--- config.mk ---
export PLATFORM = sky130hd
export DESIGN_NAME = matrix_scan_capture_flat
export DESIGN_NICKNAME = d
export VERILOG_FILES = /design/src/rtl/matrix_pkg.sv /design/src/rtl/matrix_scan_capture_if.sv /design/src/rtl/onehot_row_decode.sv /design/src/rtl/matrix_scan_capture.sv /design/src/flat_wrapper.sv
export SDC_FILE = /design/constraint.sdc
export NUM_CORES = 1
export LEC_CHECK = 0
export ABC_AREA = 1
export BUFFER_PORTS_ARGS = -buffer_cell sky130_fd_sc_hd__buf_2
export CORE_MARGIN = 2
export CORE_UTILIZATION = 61
export DETAILED_ROUTE_END_ITERATION = 8
export PLACE_DENSITY_LB_ADDON = 0.15
export SLEW_MARGIN = 20
export SYNTH_ARGS = -nofsm -noshare
export SYNTH_HDL_FRONTEND = slang
export SYNTH_SLANG_ARGS = --single-unit
--- constraint.sdc ---
create_clock -name clk -period 4.7 [get_ports clk]
set_input_delay 0.235 -clock clk [delete_from_list [all_inputs] [get_ports clk]]
set_output_delay 0.235 -clock clk [all_outputs]
set_load 0.02 [all_outputs]
--- src/rtl/matrix_pkg.sv ---
// Shared types and constants for the 8x8 dot-matrix scan capture block.
package matrix_pkg;

    localparam int MX_ROWS = 8;
    localparam int MX_COLS = 8;

    typedef logic [2:0] row_idx_t;
    typedef logic [7:0] row_bits_t;

    typedef enum logic [1:0] {
        ST_IDLE   = 2'd0,
        ST_SETTLE = 2'd1,
        ST_HOLD   = 2'd2
    } scan_state_e;

endpackage

--- src/rtl/matrix_scan_capture_if.sv ---
// Scan-bus and readout signals of matrix_scan_capture; master drives the
// matrix pins and readout index, slave is the capture monitor.
interface matrix_scan_capture_if #(
    parameter int FCNT_W = 16
) ();
    import matrix_pkg::*;

    row_bits_t           row;
    row_bits_t           R_col;
    row_idx_t            rd_row;
    row_bits_t           rd_data;
    logic                frame_done;
    logic [FCNT_W-1:0]   frame_cnt;
    logic                err;

    modport master (
        output row, R_col, rd_row,
        input  rd_data, frame_done, frame_cnt, err
    );

    modport slave (
        input  row, R_col, rd_row,
        output rd_data, frame_done, frame_cnt, err
    );

endinterface

--- src/rtl/onehot_row_decode.sv ---
// Maps an active-low one-hot row strobe to {valid, illegal, idx}.
// All ones is blanking; two or more low bits is illegal and never valid.
module onehot_row_decode
    import matrix_pkg::*;
(
    input  row_bits_t row,
    output logic      valid,
    output logic      illegal,
    output row_idx_t  idx
);

    logic [3:0] low_cnt;

    always_comb begin
        low_cnt = '0;
        idx     = '0;
        for (int i = 0; i < MX_ROWS; i++) begin
            if (!row[i]) begin
                low_cnt = low_cnt + 4'd1;
                idx     = row_idx_t'(i);
            end
        end
        valid   = (low_cnt == 4'd1);
        illegal = (low_cnt > 4'd1);
    end

endmodule

--- src/rtl/matrix_scan_capture.sv ---
// Passive monitor that rebuilds the displayed 8x8 frame from the row/column scan bus.
// Build option SCAN_CAPTURE_DBL_BUF_EN: readout shows only completed frames.
module matrix_scan_capture
    import matrix_pkg::*;
#(
    parameter int STABLE_CYC = 4,
    parameter int FCNT_W     = 16
) (
    input  logic                 clk,
    input  logic                 rst,
    matrix_scan_capture_if.slave bus
);

    localparam logic [1:0] IDLE       = ST_IDLE;
    localparam logic [1:0] SETTLE     = ST_SETTLE;
    localparam logic [1:0] HOLD       = ST_HOLD;
    localparam logic [8:0] STABLE_LIM = 9'(STABLE_CYC);

    row_bits_t         s_row_reg;
    row_bits_t         s_col_reg;
    logic              dec_valid;
    logic              dec_illegal;
    row_idx_t          dec_idx;

    logic [1:0]        state_reg, state_next;
    logic [7:0]        stab_cnt_reg, stab_cnt_next;
    row_idx_t          p_row_reg, p_row_next;
    row_bits_t         p_col_reg, p_col_next;
    logic              sample_match;
    logic              load_new;
    logic              capture;

    row_bits_t         seen_reg, seen_next;
    logic              seen_full;
    logic              frame_done_reg;
    logic [FCNT_W-1:0] frame_cnt_reg;
    logic              err_reg;
    row_bits_t         rd_data_reg;
    row_bits_t         visible [MX_ROWS];

    // Same-clock source: a single register stage aligns the pins, no synchronizer.
    always_ff @(posedge clk or negedge rst) begin
        if (!rst) begin
            s_row_reg <= '1;
            s_col_reg <= '0;
        end else begin
            s_row_reg <= bus.row;
            s_col_reg <= bus.R_col;
        end
    end

    onehot_row_decode u_decode (
        .row     (s_row_reg),
        .valid   (dec_valid),
        .illegal (dec_illegal),
        .idx     (dec_idx)
    );

    assign sample_match = dec_valid && (dec_idx == p_row_reg) && (s_col_reg == p_col_reg);

    always_comb begin
        state_next    = state_reg;
        stab_cnt_next = stab_cnt_reg;
        p_row_next    = p_row_reg;
        p_col_next    = p_col_reg;
        load_new      = 1'b0;
        capture       = 1'b0;

        case (state_reg)
            IDLE: begin
                load_new = dec_valid;
            end
            SETTLE: begin
                if (sample_match) begin
                    stab_cnt_next = stab_cnt_reg + 8'd1;
                    if ({1'b0, stab_cnt_reg} + 9'd1 >= STABLE_LIM) begin
                        capture    = 1'b1;
                        state_next = HOLD;
                    end
                end else if (dec_valid) begin
                    load_new = 1'b1;
                end else begin
                    state_next = IDLE;
                end
            end
            HOLD: begin
                if (!sample_match) begin
                    if (dec_valid) load_new = 1'b1;
                    else           state_next = IDLE;
                end
            end
            default: begin
                state_next = IDLE;
            end
        endcase

        // A new pattern counts as its first stable sample; with a threshold of 1 it is taken at once.
        if (load_new) begin
            stab_cnt_next = 8'd1;
            p_row_next    = dec_idx;
            p_col_next    = s_col_reg;
            if (STABLE_CYC <= 1) begin
                capture    = 1'b1;
                state_next = HOLD;
            end else begin
                state_next = SETTLE;
            end
        end
    end

    always_ff @(posedge clk or negedge rst) begin
        if (!rst) begin
            state_reg    <= IDLE;
            stab_cnt_reg <= '0;
            p_row_reg    <= '0;
            p_col_reg    <= '0;
        end else begin
            state_reg    <= state_next;
            stab_cnt_reg <= stab_cnt_next;
            p_row_reg    <= p_row_next;
            p_col_reg    <= p_col_next;
        end
    end

    // A capture coinciding with the end-of-frame clear starts the next mask with its own bit.
    assign seen_full = (seen_reg == '1);

    always_comb begin
        seen_next = seen_full ? '0 : seen_reg;
        if (capture) seen_next[dec_idx] = 1'b1;
    end

    always_ff @(posedge clk or negedge rst) begin
        if (!rst) seen_reg <= '0;
        else      seen_reg <= seen_next;
    end

    genvar gi;
    generate
        for (gi = 0; gi < MX_ROWS; gi = gi + 1) begin : g_row
            row_bits_t cap_row_reg;

            always_ff @(posedge clk or negedge rst) begin
                if (!rst)
                    cap_row_reg <= '0;
                else if (capture && (dec_idx == row_idx_t'(gi)))
                    cap_row_reg <= s_col_reg;
            end

`ifdef SCAN_CAPTURE_DBL_BUF_EN
            row_bits_t vis_row_reg;

            // Shadow is complete when seen is full; publish it on the frame_done edge.
            always_ff @(posedge clk or negedge rst) begin
                if (!rst)           vis_row_reg <= '0;
                else if (seen_full) vis_row_reg <= cap_row_reg;
            end

            assign visible[gi] = vis_row_reg;
`else
            assign visible[gi] = cap_row_reg;
`endif
        end
    endgenerate

    always_ff @(posedge clk or negedge rst) begin
        if (!rst) begin
            rd_data_reg    <= '0;
            frame_done_reg <= 1'b0;
            frame_cnt_reg  <= '0;
            err_reg        <= 1'b0;
        end else begin
            rd_data_reg    <= visible[bus.rd_row];
            frame_done_reg <= seen_full;
            frame_cnt_reg  <= frame_cnt_reg + FCNT_W'(seen_full);
            err_reg        <= err_reg | dec_illegal;
        end
    end

    assign bus.rd_data    = rd_data_reg;
    assign bus.frame_done = frame_done_reg;
    assign bus.frame_cnt  = frame_cnt_reg;
    assign bus.err        = err_reg;

endmodule

--- src/flat_wrapper.sv ---
// flat-port wrapper written by rule: the top's interface ports become plain ports
module matrix_scan_capture_flat import matrix_pkg::*;
#(
    parameter int STABLE_CYC = 4,
    parameter int FCNT_W     = 16
)
  (clk, rst, bus_row, bus_R_col, bus_rd_row, bus_rd_data, bus_frame_done, bus_frame_cnt, bus_err);
  matrix_scan_capture_if #(.FCNT_W(FCNT_W)) bus_i ();
  input  logic clk;
  input  logic rst;
  input wire logic [$bits(bus_i.row)-1:0] bus_row;
  input wire logic [$bits(bus_i.R_col)-1:0] bus_R_col;
  input wire logic [$bits(bus_i.rd_row)-1:0] bus_rd_row;
  output wire logic [$bits(bus_i.rd_data)-1:0] bus_rd_data;
  output wire logic [$bits(bus_i.frame_done)-1:0] bus_frame_done;
  output wire logic [$bits(bus_i.frame_cnt)-1:0] bus_frame_cnt;
  output wire logic [$bits(bus_i.err)-1:0] bus_err;
  assign bus_i.row = bus_row;
  assign bus_i.R_col = bus_R_col;
  assign bus_i.rd_row = bus_rd_row;
  assign bus_rd_data = bus_i.rd_data;
  assign bus_frame_done = bus_i.frame_done;
  assign bus_frame_cnt = bus_i.frame_cnt;
  assign bus_err = bus_i.err;
  matrix_scan_capture #(.STABLE_CYC(STABLE_CYC), .FCNT_W(FCNT_W)) u_core (.clk(clk), .rst(rst), .bus(bus_i));
endmodule
### Word level (Yosys, flattened, before mapping)

Index checks and enable logic that the tools add are counted.

| storage, ports and cells | value |
|---|---|
| flip-flop bits (word level) | 135 |
| bits in latches | 0 |
| memory bits (writable) | 0 |
| memory bits (read-only) | 0 |
| bits of input ports | 21 |
| output and inout port bits | 26 |
| logic and storage cells | 108 |
| memories | 0 |

| cells by class | value |
|---|---|
| $add $sub $neg | 10 |
| $mul | 0 |
| div/mod/pow operators | 0 |
| $lt $le $gt $ge | 5 |
| eq/ne operators | 16 |
| shifts and indexed selects | 0 |
| muxes and demuxes | 37 |
| bitwise gates (word level) | 3 |
| reductions and logical operators | 18 |

Operators with widths:

| kind | number |
|---|---|
| $mux W8 | 7 |
| $add A4 B1 Y4 const B | 7 |
| $mux W4 | 7 |
| $bmux W8 S3 | 1 |
| $mux W3 | 6 |
| $add A16 B1 Y16 | 1 |
| $eq A3 B3 Y1 const B | 4 |
| $logic_and A1 B1 Y1 | 11 |
| $mux W2 | 5 |
| $add A8 B1 Y9 const B | 1 |
| $ge A9 B3 Y1 const B | 1 |
| $add A8 B1 Y8 const B | 1 |
| $eq A8 B8 Y1 | 1 |
| $eq A8 B8 Y1 const B | 1 |
| $mux W1 | 8 |
| $or A8 B8 Y8 | 1 |
| $eq A3 B2 Y1 const B | 2 |
| $pmux W2 S3 | 1 |
| $eq A4 B1 Y1 const B | 1 |
| $ge A4 B4 Y1 const B | 1 |
| $gt A4 B1 Y1 const B | 1 |
| $lt A3 B4 Y1 const B | 1 |
| $ne A4 B4 Y1 const B | 1 |
| $not A3 Y4 | 1 |
| 16 further kinds | 17 |

### Depth between registers and ports, before layout

| logic depth | value |
|---|---|
| word-level depth | 22 |
| depth in mapped cells | 33 |
| depth with buffers taken out | 33 |

### Modules after synthesis

From an unflattened synthesis, not the netlist that was laid out.

| unflattened totals | value |
|---|---|
| cell total of the unflattened synthesis | 954 |
| area, all modules | 7,577.3 um2 |

Modules (own cells, without submodules):

| module | instances | cells each | area an instance (um2) | seq. area each (um2) |
|---|---|---|---|---|
| matrix_scan_capture | 1 | 782 | 6,583.8 | 3,388.2 |
| onehot_row_decode | 1 | 172 | 993.5 | 0.0 |

### Worst setup path before layout

No wires, ideal clock.

| timing | value |
|---|---|
| path type | register to register |
| start | register u_core.s_row_reg[0] |
| end | register u_core.g_row[6].cap_row_reg[7] |
| setup time | 0.117 ns |
| arrival | 3.913 ns |
| data required time | 4.583 ns |
| setup slack | 0.670 ns |
| cell stages (with the launch flop) | 26 |
| buffers on the path | 0 |
| clock period less this slack | 4.030 ns |
| cell sequence | dfstp_2 > inv_1 > ha_1 > xnor2_1 > ha_1 > or2_1 > nand2_1 > nand2_1 > nand3_1 > nand2_1 > ha_1 > or2_2 > nand2_1 > nand2_1 > o21ai_0 > nand2_1 > nand2_1 > nand2_1 > nand2_1 > nand2_2 > nor2_8 > nand4_4 > nor2_4 > nand2_2 > nand2_1 > nand2_1 |

| on the way | value |
|---|---|
| cells in the longest elaborated chain, start to end | 21 |

RTL lines:

| what | line | source |
|---|---|---|
| from (decl) | matrix_scan_capture.sv:19 | `row_bits_t s_row_reg;` |
| from (signal assigned) | matrix_scan_capture.sv:47 | `s_row_reg <= bus.row;` |
| $mux W1 (*) | onehot_row_decode.sv:18 | `if (!row[i]) begin` |
| $add A4 B1 Y4 | onehot_row_decode.sv:19 | `low_cnt = low_cnt + 4'd1;` |
| $mux W4 (*) | onehot_row_decode.sv:18 |  |
| $add A4 B1 Y4 | onehot_row_decode.sv:19 |  |
| $mux W4 (*) | onehot_row_decode.sv:18 |  |
| $add A4 B1 Y4 | onehot_row_decode.sv:19 |  |
| $mux W4 (*) | onehot_row_decode.sv:18 |  |
| $add A4 B1 Y4 | onehot_row_decode.sv:19 |  |
| [4 not listed] | -- |  |
| $mux W4 (*) | onehot_row_decode.sv:18 |  |
| $add A4 B1 Y4 | onehot_row_decode.sv:19 |  |
| $mux W4 (*) | onehot_row_decode.sv:18 |  |
| $eq A4 B1 Y1 (*) | onehot_row_decode.sv:23 | `valid = (low_cnt == 4'd1);` |
| $logic_and A1 B1 Y1 (*) (2 in series) | matrix_scan_capture.sv:59 | `assign sample_match = dec_valid && (dec_idx == p_row_reg) && (s_col_reg == p_col_reg);` |
| $mux W1 (*) | matrix_scan_capture.sv:74 | `if (sample_match) begin` |
| $mux W1 (*) | matrix_scan_capture.sv:69 | `case (state_reg)` |
| $logic_and A1 B1 Y1 (*) | matrix_scan_capture.sv:146 | `else if (capture && (dec_idx == row_idx_t'(gi)))` |
| to (signal assigned) | matrix_scan_capture.sv:147 | `cap_row_reg <= s_col_reg;` |
| to (decl) | matrix_scan_capture.sv:141 | `row_bits_t cap_row_reg;` |

Mark *: on every way between the ends. The rest lies on a longest branch, timed or not.
A chain may end at the register's enable or synchronous reset.

### Worst setup path after layout

| timing | value |
|---|---|
| start | register u_core.s_row_reg[0] |
| end | register u_core.g_row[3].cap_row_reg[4] |

| on the way | value |
|---|---|
| cells in the longest elaborated chain, start to end | 21 |

RTL lines:

| what | line |
|---|---|
| $mux W1 (*) | onehot_row_decode.sv:18 |
| $add A4 B1 Y4 | onehot_row_decode.sv:19 |
| $mux W4 (*) | onehot_row_decode.sv:18 |
| $add A4 B1 Y4 | onehot_row_decode.sv:19 |
| $mux W4 (*) | onehot_row_decode.sv:18 |
| $add A4 B1 Y4 | onehot_row_decode.sv:19 |
| $mux W4 (*) | onehot_row_decode.sv:18 |
| $add A4 B1 Y4 | onehot_row_decode.sv:19 |
| [4 not listed] | -- |
| $mux W4 (*) | onehot_row_decode.sv:18 |
| $add A4 B1 Y4 | onehot_row_decode.sv:19 |
| $mux W4 (*) | onehot_row_decode.sv:18 |
| $eq A4 B1 Y1 (*) | onehot_row_decode.sv:23 |
| $logic_and A1 B1 Y1 (*) (2 in series) | matrix_scan_capture.sv:59 |
| $mux W1 (*) | matrix_scan_capture.sv:74 |
| $mux W1 (*) | matrix_scan_capture.sv:69 |
| $logic_and A1 B1 Y1 (*) | matrix_scan_capture.sv:146 |
| to (signal assigned) | matrix_scan_capture.sv:147 |
| to (decl) | matrix_scan_capture.sv:141 |

Marked as above.

==> reports/results.tsv <==
stage	metric	value	unit
synthesis	cell count after synthesis	873	
power_and_ir_drop	switching share of power	0.278	
worst_setup_path	crit end category	flop	
job	Max Cap Violations	0	
sta	Final Hold Viols	0	
final_layout	synth-to-layout area growth	19.1	%
synthesis	post-synthesis area per instance	8.04	um2
synthesis	Synth async-reset ratio	1.00	
synthesis	post-synthesis register bit count	135	
place	# placed instances	1035	
power_and_ir_drop	worst vdd ir	0.510	mV
worst_setup_path	CP bufs+invs	7	
final_layout	ANT cells	0	
global_route	initial antenna violation count	0	
sta	worst-margin pin slew	916	ps
place	input/output buffers	46	
power_and_ir_drop	Internal	2.32	mW
sta	setup TNS	0	ps
drt	Final ANT Viol Nets	0	
worst_setup_path	CP Max Fanout	8	
worst_setup_path	slowest cell delay on critical path	560	ps
drt	DRT iter0 DRCs	783	
worst_hold_path	Hold Path Class	input pin to flop	
worst_setup_path	CP max-delay cell	dfstp_2	
place	GP Congestion	0.858	
final_layout	layout cell share with drive strength beyond 1	0.167	
global_route	first-pass GRT wire length	27.9	mm
sta	fmax	227	MHz
outcome	outcome	complete, no violations	
synthesis	count of cell types in the netlist	40	
sta	relative slew slack	0.387	
synthesis	Post-Syn Nets	910	
worst_setup_path	WS Path Type	flop to flop	
sta	Layout Skew	9.94	ps
global_route	largest net degree at the start of global routing	89	
power_and_ir_drop	combinational share of power	0.166	
die	core area	11300	um2
drt	Vias	6219	
worst_setup_path	reg-to-reg startpoint	u_core.s_row_reg[0]$_DFF_PN1_	
clocking	H-tree Lvls	4	
clocking	CTS tree	built	
sta	min Tclk post-route	4410	ps
worst_hold_path	Hold Startpoint	bus_rd_row[2]	
global_route	overall routing resource usage	0.281	
power_and_ir_drop	proportion of power drawn by the clock network	0.426	
die	Die Span X	111	um
worst_setup_path	startpoint class of the critical path	flop	
die	Ports	47	
clocking	maximum clock insertion buffer count	2	
sta	fin crit share	0.937	
sta	max-slew violation count	0	
clocking	Worst-path clk slew	60	ps
power_and_ir_drop	power density over cell area	385	nW/um2
power_and_ir_drop	Seq pwr share	0.408	
place	hpwl dp	10.8	mm
die	DIE AREA	12400	um2
worst_setup_path	Critical Path AT	4760	ps
worst_setup_path	delay-heaviest family, CP	simple AND/OR/NAND/NOR gates	
final_layout	final net count	978	
power_and_ir_drop	leak pwr	4.52	nW
clocking	Num CTS Buffers	17	
synthesis	sequential share of the synthesized area	0.483	
place	Placed Area	7320	um2
worst_setup_path	Critical Path Source	u_core.s_row_reg[0]$_DFF_PN1_	
drt	WL/cell	16.1	um
drt	Detailed Route WL	17.6	mm
drt	DR pass1 iterations	6	
clocking	Sink Count	135	
global_route	number of global-route vias before repair	5893	
die	cell row count	39	
power_and_ir_drop	P_sw	0.897	mW
synthesis	ys flop type	dfrtp_1	
clocking	clock root buffer	clkbuf_16	
clocking	clk_lat worst skew	420	ps
final_layout	Layout Cells excl Fill	1096	
synthesis	Synth warnings	0	
drt	detailed-route vias per instance	5.67	
drt	DRC violations left	0	
sta	final setup vio count	0	
die	Chip Height	111	um
worst_setup_path	most frequent CP cell	nand2_1	
synthesis	Post-Syn Area	7020	um2
global_route	grt ovf	0	
die	Starting Density	0.620	
final_layout	Largest register FFs	64	
worst_setup_path	CP required	5060	ps
synthesis	EDFF count, synth	0	
final_layout	final non-filler cell area	8360	um2
[placed cells by master, fill, tap and decap left out, types with 3 or more instances in the layout]
cell,instances
nand2_1,279
dfrtp_1,127
nand3_1,107
nor2_1,79
inv_1,53
buf_2,45
o21ai_0,40
clkbuf_16,19
dlygate4sd3_1,17
ha_1,15
xor2_1,14
nand2_2,12
buf_4,12
xnor2_1,10
nand2_4,10
a31oi_1,9
nand3b_1,8
o22ai_1,8
dfstp_2,8
nand4_1,7
inv_2,7
or2_2,6
nand3_2,6
o21ai_1,4
a21oi_1,4
clkbuf_8,4
buf_6,4
nor4_1,3
nor3_1,3
clkinv_2,3
bufinv_16,3
[layout make-up]
cell class / count / area (um2)
Multi-Input combinational cell: 644 / 3330
Inverter: 60 / 225
Clock buffer: 23 / 488
Sequential cell: 135 / 3390
Fill cell: 791 / 2960
Tap cell: 143 / 179
Clock inverter: 8 / 120
Timing Repair Buffer: 83 / 636
[final timing paths]
kind | to | slack [ps] | depth (start not counted)
setup / recovery | u_core.g_row[3].cap_row_reg[4]$_DFFE_PN0P_ | 290 | 33
hold / removal | u_core.bus.rd_data[5]$_DFF_PN0_ | 30 | 2
setup reg to reg | u_core.g_row[3].cap_row_reg[4]$_DFFE_PN0P_ | 290 | 33
hold reg to reg | u_core.g_row[1].cap_row_reg[5]$_DFFE_PN0P_ | 470 | 2
max in group asynchronous | u_core.g_row[6].cap_row_reg[7]$_DFFE_PN0P_ | 3090 | 3
min in group asynchronous | u_core.bus.frame_cnt[5]$_DFF_PN0_ | 450 | 2
[cells in the mapped netlist (3+ instances only)]
cell type    n  share of area
nand2_1    282           0.15
dfrtp_1    127           0.45
nand3_1    108          0.077
nor2_1      79          0.042
inv_1       55          0.029
o21ai_0     41          0.029
clkbuf_1    23          0.012
ha_1        16          0.029
nand2_2     15          0.013
xor2_1      14          0.017
xnor2_1     10          0.012
a31oi_1      9         0.0080
dfstp_2      8          0.030
nand3b_1     8         0.0086
o22ai_1      8         0.0071
buf_2        7         0.0050
nand4_1      7         0.0062
or2_2        6         0.0053
inv_2        5         0.0027
nand2_4      5         0.0080
nand3_2      5         0.0071
a21oi_1      4         0.0029
o21ai_1      4         0.0029
buf_4        3         0.0032
buf_6        3         0.0048
nor3_1       3         0.0021
nor4_1       3         0.0027
[logic make-up (layout without fill, tap and decap cells)]
logic type      after synthesis  in the layout  share of synthesized area
simple gates                532            534                      0.345
flops                       135            135                      0.483
buf+inv                      96            174                     0.0574
compound gates               69             69                     0.0535
xor+xnor                     24             24                     0.0299
fa+ha+maj                    16             16                     0.0285
mux                           1              1                    0.00321
[through the flow]
stage	power, mW	worst slack [ps]	utilization	hold WS [ps]
2_1_floorplan	1.69	670	-	-60.6
3_3_place_gp	1.80	345	0.647	341
3_5_place_dp	1.83	169	0.647	341
4_1_cts	3.20	117	0.716	20.8
5_1_grt	3.35	-51.5	0.739	38.1
6_report	3.22	295	0.739	28.3
[what timing repair did]
action / in CTS / in global routing
buffers inserted: 0 / 8
endpoints found under the setup margin: 0 / 80
hold endpoints to repair: 98 / 0
gates resized for setup: 0 / 28
hold buffers: 17 / 0
[power groups by stage]
| stage | clock (mW) | combinational, mW | sequential [mW] |
|---|---|---|---|
| CTS | 1.37 | 0.516 | 1.31 |
| global route | 1.43 | 0.603 | 1.32 |
| global placement | 0 | 0.478 | 1.33 |
| detailed placement | 0 | 0.497 | 1.33 |
| floorplan | 0 | 0.381 | 1.31 |
| finish | 1.37 | 0.536 | 1.31 |
[layer usage]
metal / wire, um / global-route usage / vias to the layer above
met4: 290 / 0.0889 / 0
li1: - / - / 2948
met2: 8520 / 0.450 / 289
met1: 7360 / 0.381 / 2945
met3: 1420 / 0.0711 / 37
met5: 0 / 0 / -
Power figures use the tool's default switching activity.
